**src/rtl/matmul_pkg.sv**
```systemverilog
// Shared constants, state encoding and operand packing for the
// sequential 4x4 matrix-product controller.
package matmul_pkg;

    localparam int N    = 4;
    localparam int EW   = 3;
    localparam int RW   = 8;
    localparam int IDXW = 2;
    localparam int CNTW = 5;
    localparam int KW   = 2 * IDXW;

    typedef enum logic [1:0] {
        IDLE,
        LOAD,
        RUN,
        DRAIN
    } state_t;

    // Element 0 lands in the least significant slot.
    function automatic logic [N*EW-1:0] pack4(
        input logic [EW-1:0] e0,
        input logic [EW-1:0] e1,
        input logic [EW-1:0] e2,
        input logic [EW-1:0] e3
    );
        return {e3, e2, e1, e0};
    endfunction

endpackage

```
**src/rtl/mm_operand_bank.sv**
```systemverilog
// Operand register file: A in entries 0-15, B in 16-31, both row-major.
// One write port, one A-row read and one B-column read.
module mm_operand_bank
    import matmul_pkg::*;
(
    input  logic              clk,
    input  logic              rst_n,
    input  logic              we,
    input  logic [CNTW-1:0]   addr,
    input  logic [EW-1:0]     data,
    input  logic [IDXW-1:0]   row,
    input  logic [IDXW-1:0]   col,
    output logic [N*EW-1:0]   row_a,
    output logic [N*EW-1:0]   col_b
);

    logic [EW-1:0] mem [2*N*N];

    always_ff @(posedge clk or negedge rst_n) begin
        if (!rst_n) begin
            mem <= '{default: '0};
        end else if (we) begin
            mem[addr] <= data;
        end
    end

    assign row_a = pack4(mem[{1'b0, row, 2'd0}],
                         mem[{1'b0, row, 2'd1}],
                         mem[{1'b0, row, 2'd2}],
                         mem[{1'b0, row, 2'd3}]);

    assign col_b = pack4(mem[{1'b1, 2'd0, col}],
                         mem[{1'b1, 2'd1, col}],
                         mem[{1'b1, 2'd2, col}],
                         mem[{1'b1, 2'd3, col}]);

endmodule

```
**src/rtl/matmul_seq_ctrl.sv**
```systemverilog
// Time-multiplexes one external 4-term MAC cell over a 4x4 product:
// serial operand load, one C element per cycle, tagged result stream.
module matmul_seq_ctrl
    import matmul_pkg::*;
(
    input  logic              clk,
    input  logic              rst_n,
    input  logic              start,
    input  logic              abort,
    output logic              busy,
    input  logic              in_valid,
    output logic              in_ready,
    input  logic [EW-1:0]     in_data,
    output logic [N*EW-1:0]   mac_a,
    output logic [N*EW-1:0]   mac_b,
    input  logic [RW-1:0]     mac_result,
    output logic              out_valid,
    input  logic              out_ready,
    output logic [RW-1:0]     out_data,
    output logic [IDXW-1:0]   out_row,
    output logic [IDXW-1:0]   out_col,
    output logic              out_last,
    output logic              done
);

    state_t            state;
    state_t            state_nxt;
    logic [CNTW-1:0]   load_cnt;
    logic [KW-1:0]     k;
    logic [N*EW-1:0]   row_a;
    logic [N*EW-1:0]   col_b;
    logic              in_fire;
    logic              out_fire;
    logic              capture;
    logic              load_end;

    assign in_fire  = in_valid & in_ready;
    assign out_fire = out_valid & out_ready;
    assign load_end = in_fire && (load_cnt == CNTW'(2*N*N-1));
    // A free output slot or a draining handshake both allow a new capture.
    assign capture  = (state == RUN) && (!out_valid || out_ready);

    always_ff @(posedge clk or negedge rst_n) begin
        if (!rst_n) begin
            state <= IDLE;
        end else begin
            state <= state_nxt;
        end
    end

    always_comb begin
        state_nxt = state;
        unique case (state)
            IDLE:    if (start) state_nxt = LOAD;
            LOAD:    if (load_end) state_nxt = RUN;
            RUN:     if (capture && k == KW'(N*N-1)) state_nxt = DRAIN;
            DRAIN:   if (out_fire) state_nxt = IDLE;
            default: state_nxt = IDLE;
        endcase
        if (abort) state_nxt = IDLE;
    end

    always_comb begin
        in_ready = 1'b0;
        busy     = 1'b1;
        mac_a    = '0;
        mac_b    = '0;
        unique case (state)
            IDLE: busy = 1'b0;
            LOAD: in_ready = 1'b1;
            RUN: begin
                mac_a = row_a;
                mac_b = col_b;
            end
            default: ;
        endcase
    end

    always_ff @(posedge clk or negedge rst_n) begin
        if (!rst_n) begin
            load_cnt <= '0;
            k        <= '0;
        end else if (abort) begin
            load_cnt <= '0;
            k        <= '0;
        end else begin
            if (state == IDLE && start) begin
                load_cnt <= '0;
            end else if (in_fire) begin
                load_cnt <= load_cnt + 1'b1;
            end
            if (load_end) begin
                k <= '0;
            end else if (capture) begin
                k <= k + 1'b1;
            end
        end
    end

    always_ff @(posedge clk or negedge rst_n) begin
        if (!rst_n) begin
            out_valid <= 1'b0;
            out_data  <= '0;
            out_row   <= '0;
            out_col   <= '0;
            out_last  <= 1'b0;
        end else if (abort) begin
            out_valid <= 1'b0;
            out_last  <= 1'b0;
        end else if (capture) begin
            out_valid <= 1'b1;
            out_data  <= mac_result;
            out_row   <= k[3:2];
            out_col   <= k[1:0];
            out_last  <= (k == KW'(N*N-1));
        end else if (state == DRAIN && out_fire) begin
            out_valid <= 1'b0;
            out_last  <= 1'b0;
        end
    end

    always_ff @(posedge clk or negedge rst_n) begin
        if (!rst_n) begin
            done <= 1'b0;
        end else begin
            done <= !abort && (state == DRAIN) && out_fire;
        end
    end

    mm_operand_bank u_bank (
        .clk   (clk),
        .rst_n (rst_n),
        .we    (in_fire && !abort),
        .addr  (load_cnt),
        .data  (in_data),
        .row   (k[3:2]),
        .col   (k[1:0]),
        .row_a (row_a),
        .col_b (col_b)
    );

endmodule

```
**config.mk**
```make
export PLATFORM = sky130hd
export DESIGN_NAME = matmul_seq_ctrl
export DESIGN_NICKNAME = d
export VERILOG_FILES = /design/src/rtl/matmul_pkg.sv /design/src/rtl/mm_operand_bank.sv /design/src/rtl/matmul_seq_ctrl.sv
export SDC_FILE = /design/constraint.sdc
export NUM_CORES = 1
export LEC_CHECK = 0
export BUFFER_PORTS_ARGS = -buffer_cell sky130_fd_sc_hd__buf_2
export CORE_UTILIZATION = 28
export CTS_CLUSTER_SIZE = 30
export DETAILED_ROUTE_END_ITERATION = 16
export PLACE_DENSITY = 0.54
export SYNTH_ARGS = -nofsm -noshare
export SYNTH_HDL_FRONTEND = slang
export SYNTH_SLANG_ARGS = --single-unit
```
**constraint.sdc**
```tcl
create_clock -name clk -period 2.1 [get_ports clk]
set_clock_uncertainty 0.05 [all_clocks]
set_input_delay 0.21 -clock clk [delete_from_list [all_inputs] [get_ports clk]]
set_output_delay 0.21 -clock clk [all_outputs]
set_load 0.02 [all_outputs]
```
* After elaboration in Yosys (flattened, before gate mapping)
Cells that the tools add are included.
** Cells by class
- $add $sub $neg :: 2
- Multipliers :: 0
- Divide/modulo/power cells :: 0
- Order comparisons :: 10
- Equal/unequal tests :: 9
- Shifts and indexed selects :: 0
- Muxes and demuxes :: 48
- Bitwise operators :: 12
- Reduce and logical (&&, ||, !) cells :: 18
** Operators by type and width (count)
- $bmux 3 s5 :: 8
- $bwmux 96 :: 1
- $ge 6x6->1 const B :: 9
- $mux 3 :: 17
- $not 5->6 :: 5
- $mux 12 :: 2
- $not 4->6 :: 4
- $demux 3 s5 :: 1
- $mux 5 :: 3
- $mux 4 :: 3
- $mux 2 :: 5
- $logic_and 1x1->1 :: 9
- $ne 3x3->1 const B :: 3
- $reduce_bool 3->1 :: 3
- $pmux 2 s4 :: 1
- $mux 1 :: 7
- $lt 6x1->1 const B :: 1
- $add 5x1->5 const B :: 1
- $eq 5x5->1 const B :: 1
- $add 4x1->4 const B :: 1
- $eq 2x2->1 const B :: 2
- $eq 4x4->1 const B :: 1
- $reduce_and 4->1 :: 1
- $ne 3x2->1 const B :: 1
- other kinds (7) :: 9
** Word-level totals
- Register bits after elaboration :: 122
- Bits in latches :: 0
- RAM bits :: 0
- Memory bits (read-only) :: 0
- Input bits :: 17
- Output and inout port bits :: 41
- Logic and storage cells :: 140
- Memories :: 0

* Depth between registers and ports, before layout
- Depth in word-level cells :: 7
- Mapped depth :: 7
- Mapped depth without buffers :: 7

* Hierarchy
Synthesis repeated with hierarchy kept, for this count alone.
** Second synthesis, totals
- Cell total of the unflattened synthesis :: 408
- Area, all modules :: 5848.1 um^2
** Modules (own cells, without submodules)
- mm_operand_bank :: times used 1, cells an instance 277, area an instance 4428.0 um^2
- matmul_seq_ctrl :: times used 1, cells an instance 131, area an instance 1420.1 um^2

* Worst setup path after synthesis
Ideal clock, no wire load.
- Path type :: register to register
- Start :: register state[1]
- End :: register u_bank.mem[26] in the netlist's numbering
- Setup time :: 0.125 ns
- Data arrival time :: 1.759 ns
- Setup slack :: 0.167 ns
- Cell stages (with the launch flop) :: 7
- Buffers on the path :: 0
- Cell sequence :: dfrtp_1 inv_1 ha_1 nand3_1 or2_4 nor2_2 mux2_2
** On the way
- Cells in the longest elaborated chain, start to end :: 4
** Ends and longest elaborated chain
- start: declaration :: line matmul_seq_ctrl.sv:26 : state_t state;
- start signal: assignment :: line matmul_seq_ctrl.sv:47 : state <= state_nxt;
- $eq 2x1->1 :: line matmul_seq_ctrl.sv:68 : unique case (state)
- $mux 1 :: line matmul_seq_ctrl.sv:68
- named net in_ready :: line matmul_seq_ctrl.sv:12 : output logic in_ready,
- $and 1x1->1 :: line matmul_seq_ctrl.sv:37 : assign in_fire = in_valid & in_ready;
- $logic_and 1x1->1 :: line matmul_seq_ctrl.sv:133 : .we (in_fire && !abort),
- end signal: indexed assignment :: line mm_operand_bank.sv:23 : mem[addr] <= data;
- end: declaration :: line mm_operand_bank.sv:17 : logic [EW-1:0] mem [2*N*N];
The timed path passes the listed nets, and every way through them passes these cells.
A chain may end at the register's enable or synchronous reset.

* Worst setup path in the final report
- Start :: register k[2]
- End :: output port mac_a[10]
** On the way
- Cells in the longest elaborated chain, start to end :: 5
** Ends and longest elaborated chain
- start: declaration :: line matmul_seq_ctrl.sv:29 : logic [KW-1:0] k;
- start signal: assignment :: line matmul_seq_ctrl.sv:95 : k <= k + 1'b1;
- $not 4->6 (implied by the code) :: line mm_operand_bank.sv:30 : mem[{1'b0, row, 2'd3}]);
- $bmux 3 s5 :: line mm_operand_bank.sv:30
- $mux 3 (implied by the code) (2 in a row) :: line mm_operand_bank.sv:30
- $mux 12 :: line matmul_seq_ctrl.sv:68
- end: declaration :: line matmul_seq_ctrl.sv:14 : output logic [N*EW-1:0] mac_a,
No other way between the ends. The select of a mux whose other input is x is not followed.

==> impl_results.rst <==
.. list-table::
   :header-rows: 1

   * - Metric
     - Value
   * - Outcome
     - finished, violations left
   * - Failing checks
     - setup timing
   * - Detailed placement HPWL
     - between 8000 and 9000 um
   * - Final Hold Vio Count
     - 0
   * - Final-layout fill cell count
     - between 2000 and 2500
   * - IO buf count
     - 57
   * - Routability-driven placement congestion ratio
     - 0.767
   * - Hold WC Path Type
     - input port to register
   * - Number of detailed-route iterations in the first pass
     - 5
   * - CP Launch Type
     - register
   * - Transition time of the tightest slew-check pin
     - slightly below 700 ps
   * - Aggregate global-route resource usage
     - 0.136
   * - FF+latch count, synth
     - roughly 120
   * - Internal portion of total power
     - about 4.7 mW
   * - Max-Slew Margin vs Limit
     - 0.548
   * - Fraction of power spent switching nets
     - 0.295
   * - Number of unique standard cell types used by synthesis
     - 38
   * - Final antenna-violating net count
     - 0
   * - Crit Path Class
     - register to primary output
   * - Starting utilization of the core area
     - 0.289
   * - Post-route minimum period
     - about 2100 ps
   * - Crit. End Element
     - primary output
   * - Clock buffer depth
     - 2
   * - Seq/Total Area, Yosys
     - 0.516
   * - Cell area after synthesis
     - just under 0.006 mm^2
   * - Yosys synthesis warning count
     - 0
   * - Maximum operating frequency
     - about 470 MHz
   * - Critical Path Start
     - k[2]$_DFFE_PN0P_
   * - Vias per cell
     - roughly 4.6
   * - H-tree depth reported by CTS
     - 4
   * - Maximum number of pins on one net before global-route repair
     - 123
   * - WL per Instance
     - between 15 and 20 um
   * - CTS tree
     - built
   * - Clock slew at reported path FFs
     - approximately 50 ps
   * - Unrepaired setup endpoints after global routing
     - true
   * - Fin util
     - 0.362
   * - Count of boundary I/O pins
     - 58
   * - Reg-to-reg critical path startpoint
     - state[1]$_DFFE_PN0P_
   * - Width of the die
     - between 100 and 150 um
   * - Worst setup slack before clock tree synthesis
     - about 100 ps
   * - DIE AREA
     - between 0.02 and 0.025 mm^2
   * - Core region area
     - a little over 0.02 mm^2
   * - Peak supply drop
     - about 0.38 mV
   * - Largest cells by area after synthesis
     - dfrtp_1, mux2_2, mux4_1
   * - Clock network power share
     - 0.393
   * - Via count
     - 3636
   * - Fin crit share
     - 1.01
   * - Proportion of layout cells with a drive suffix above 1
     - 0.541
   * - Number of antenna violations at the first check in global routing
     - 0
   * - Sum of overflow across all layers after global routing
     - 0
   * - Synthesized instance count
     - 423
   * - Total power
     - 6.71 mW
   * - Later-pin clock latency in the skew report
     - 420 ps
   * - Clock sink count
     - 122
   * - Count of nets after finishing
     - between 500 and 600
   * - Minimum setup slack in the final design
     - -18.7 ps
   * - Worst-case hold slack
     - roughly 71 ps
   * - Detailed Route WL
     - approximately 14000 um
   * - Placement row count
     - 52
   * - Via count of the first global-routing pass
     - around 4100
   * - Clock buffer count from CTS
     - 17
   * - Final count of pins violating max slew
     - 0
   * - Max-cap violation count
     - 0
   * - Final-report setup violation count
     - 4
   * - Share of power burned in combinational logic
     - 0.211
   * - Wire length of the first global-routing pass
     - between 20000 and 25000 um
   * - PwrDens
     - 905 mW/mm^2
   * - Maximum fanout encountered on the critical timing path
     - 6
   * - Antenna Diode Count
     - 0
   * - Clock root cell
     - clkbuf_16
   * - P_sw
     - slightly below 2 mW
   * - Data arrival, critical path
     - ~1900 ps
   * - Cell type contributing the most total cell area after synthesis
     - dfrtp_1
   * - Leakage dissipation
     - roughly 3.5 nW
   * - Fraction of post-synthesis cell area in the top cell type by area
     - 0.516
   * - CP required
     - ~1800 ps
   * - Die span in y
     - ~150 um
   * - Synthesized net count
     - 451
   * - Layout overhead on the synthesized area
     - 25.2%
   * - Sequential share of power
     - 0.397
   * - Initial detailed-routing violation count
     - between 150 and 200
   * - Hold_sp
     - out_ready
   * - Number of DRC violations after detailed routing
     - 0
   * - Post-Synthesis Mean Instance Area
     - around 14 um^2
[per-stage QoR]
step	std cells	setup TNS (ps)	cell area (um^2)
after floorplan	423	0	5920
after global placement	739	0	6540
after detailed placement	739	0	6540
after CTS	783	-768	7280
after global routing	786	-870	7410
final	786	-42.6	7410
[per-layer routing]
| metal | track usage | share of wire | vias to the layer above | routed length, um |
|---|---|---|---|---|
| met5 | 0 | 0 | - | 0 |
| met4 | 0.0686 | 0.029 | 0 | 397 |
| li1 | - | - | 1659 | - |
| met3 | 0.0309 | 0.030 | 24 | 408 |
| met1 | 0.176 | 0.46 | 1873 | 6260 |
| met2 | 0.213 | 0.48 | 80 | 6560 |
[cells by family after synthesis]
logic type,after synthesis,share of synthesized area
AOI/OAI and AO/OA,12,0.0142
xor gates and xnor gates,6,0.00887
adders and majority gates,11,0.0232
buffers and inverters,32,0.0306
DFF,122,0.516
muxes,133,0.308
and+or+nand+nor,107,0.0991
[flip-flops by register name, indices dropped and copies added (netlist names)]
name / cells
load_cnt: 5
out_last: 1
state: 2
k: 4
out_data: 8
out_col: 2
out_valid: 1
out_row: 2
u_bank.mem: 96
done: 1
[placed cells by master (no fill, tap or decap), drive strengths merged]
master	count
nor3	3
clkinv	6
inv	9
nand2b	3
clkbuf	22
ha	11
mux4	24
and3b	1
o21a	1
and4b	1
mux2i	1
or2	1
clkinvlp	4
a21oi	5
a21boi	1
a21o	4
nand3	5
nand3b	3
nand2	30
dlygate4sd3	9
and2	28
nor3b	3
and2b	1
a222oi	1
buf	75
and3	1
xor2	4
dfrtp	122
mux2	108
xnor2	2
nor2	24
nand4	3
[cell type report]
class	count	area, um^2	share of cell area
multi-input cells	269	2690	0.362
clock inverters	12	92.6	0.0125
well taps	270	338	0.0456
flip-flops and latches	122	3060	0.412
inverters	7	26.3	0.00354
clock buffers	20	447	0.0602
repair buffers	86	768	0.104
[synthesized netlist by cell type]
cell type	n
a21boi_2	1
a21o_1	4
a21oi_1	5
a222oi_1	1
and2_1	26
and2_2	2
and2b_1	1
and3_1	1
and3b_2	1
and4b_1	1
buf_12	2
buf_2	5
buf_4	2
buf_6	2
clkbuf_1	14
dfrtp_1	122
ha_1	11
inv_1	7
mux2_1	1
mux2_2	107
mux2i_1	1
mux4_1	16
mux4_2	8
nand2_1	30
nand2b_1	3
nand3_1	5
nand3b_1	3
nand4_1	3
nor2_1	20
nor2_2	4
nor3_1	1
nor3_2	1
nor3_4	1
nor3b_2	3
o21a_1	1
or2_4	1
xnor2_1	2
xor2_1	4
[critical path, stage by stage, from the launching register on]
cell and delay (ps):
dfrtp_2 430, clkbuf_16 180, mux4_2 520, and2_4 180
buf_6 120
[what timing repair did]
action,4_1_cts,5_1_grt
hold endpoints to repair,130,0
setup endpoints to repair,24,24
hold buffers,9,0
resized for setup,56,41
gates cloned,1,1
setup buffers,2,2
[path summary, 6_finish.rpt]
path	end	slack [ps]	cells past startpoint
worst max-delay path	mac_a[10]	-20	4
worst min-delay path	done$_DFF_PN0_	70	2
worst max register to register	u_bank.mem[55]$_DFFE_PN0P_	90	6
worst min register to register	out_last$_DFFE_PN0P_	430	2
max in group asynchronous	u_bank.mem[62]$_DFFE_PN0P_	1110	3
min in group asynchronous	out_col[1]$_DFFE_PN0P_	380	3
[power by group through the flow]
stage	sequential [mW]	clock, mW	combinational (mW)
after detailed placement	2.68	0	1.26
after floorplan	2.78	0	0.745
after CTS	2.65	2.71	1.35
after global placement	2.67	0	1.24
after global routing	2.69	2.80	1.54
final	2.66	2.64	1.42
No activity file was read; power rests on OpenSTA's default activity.
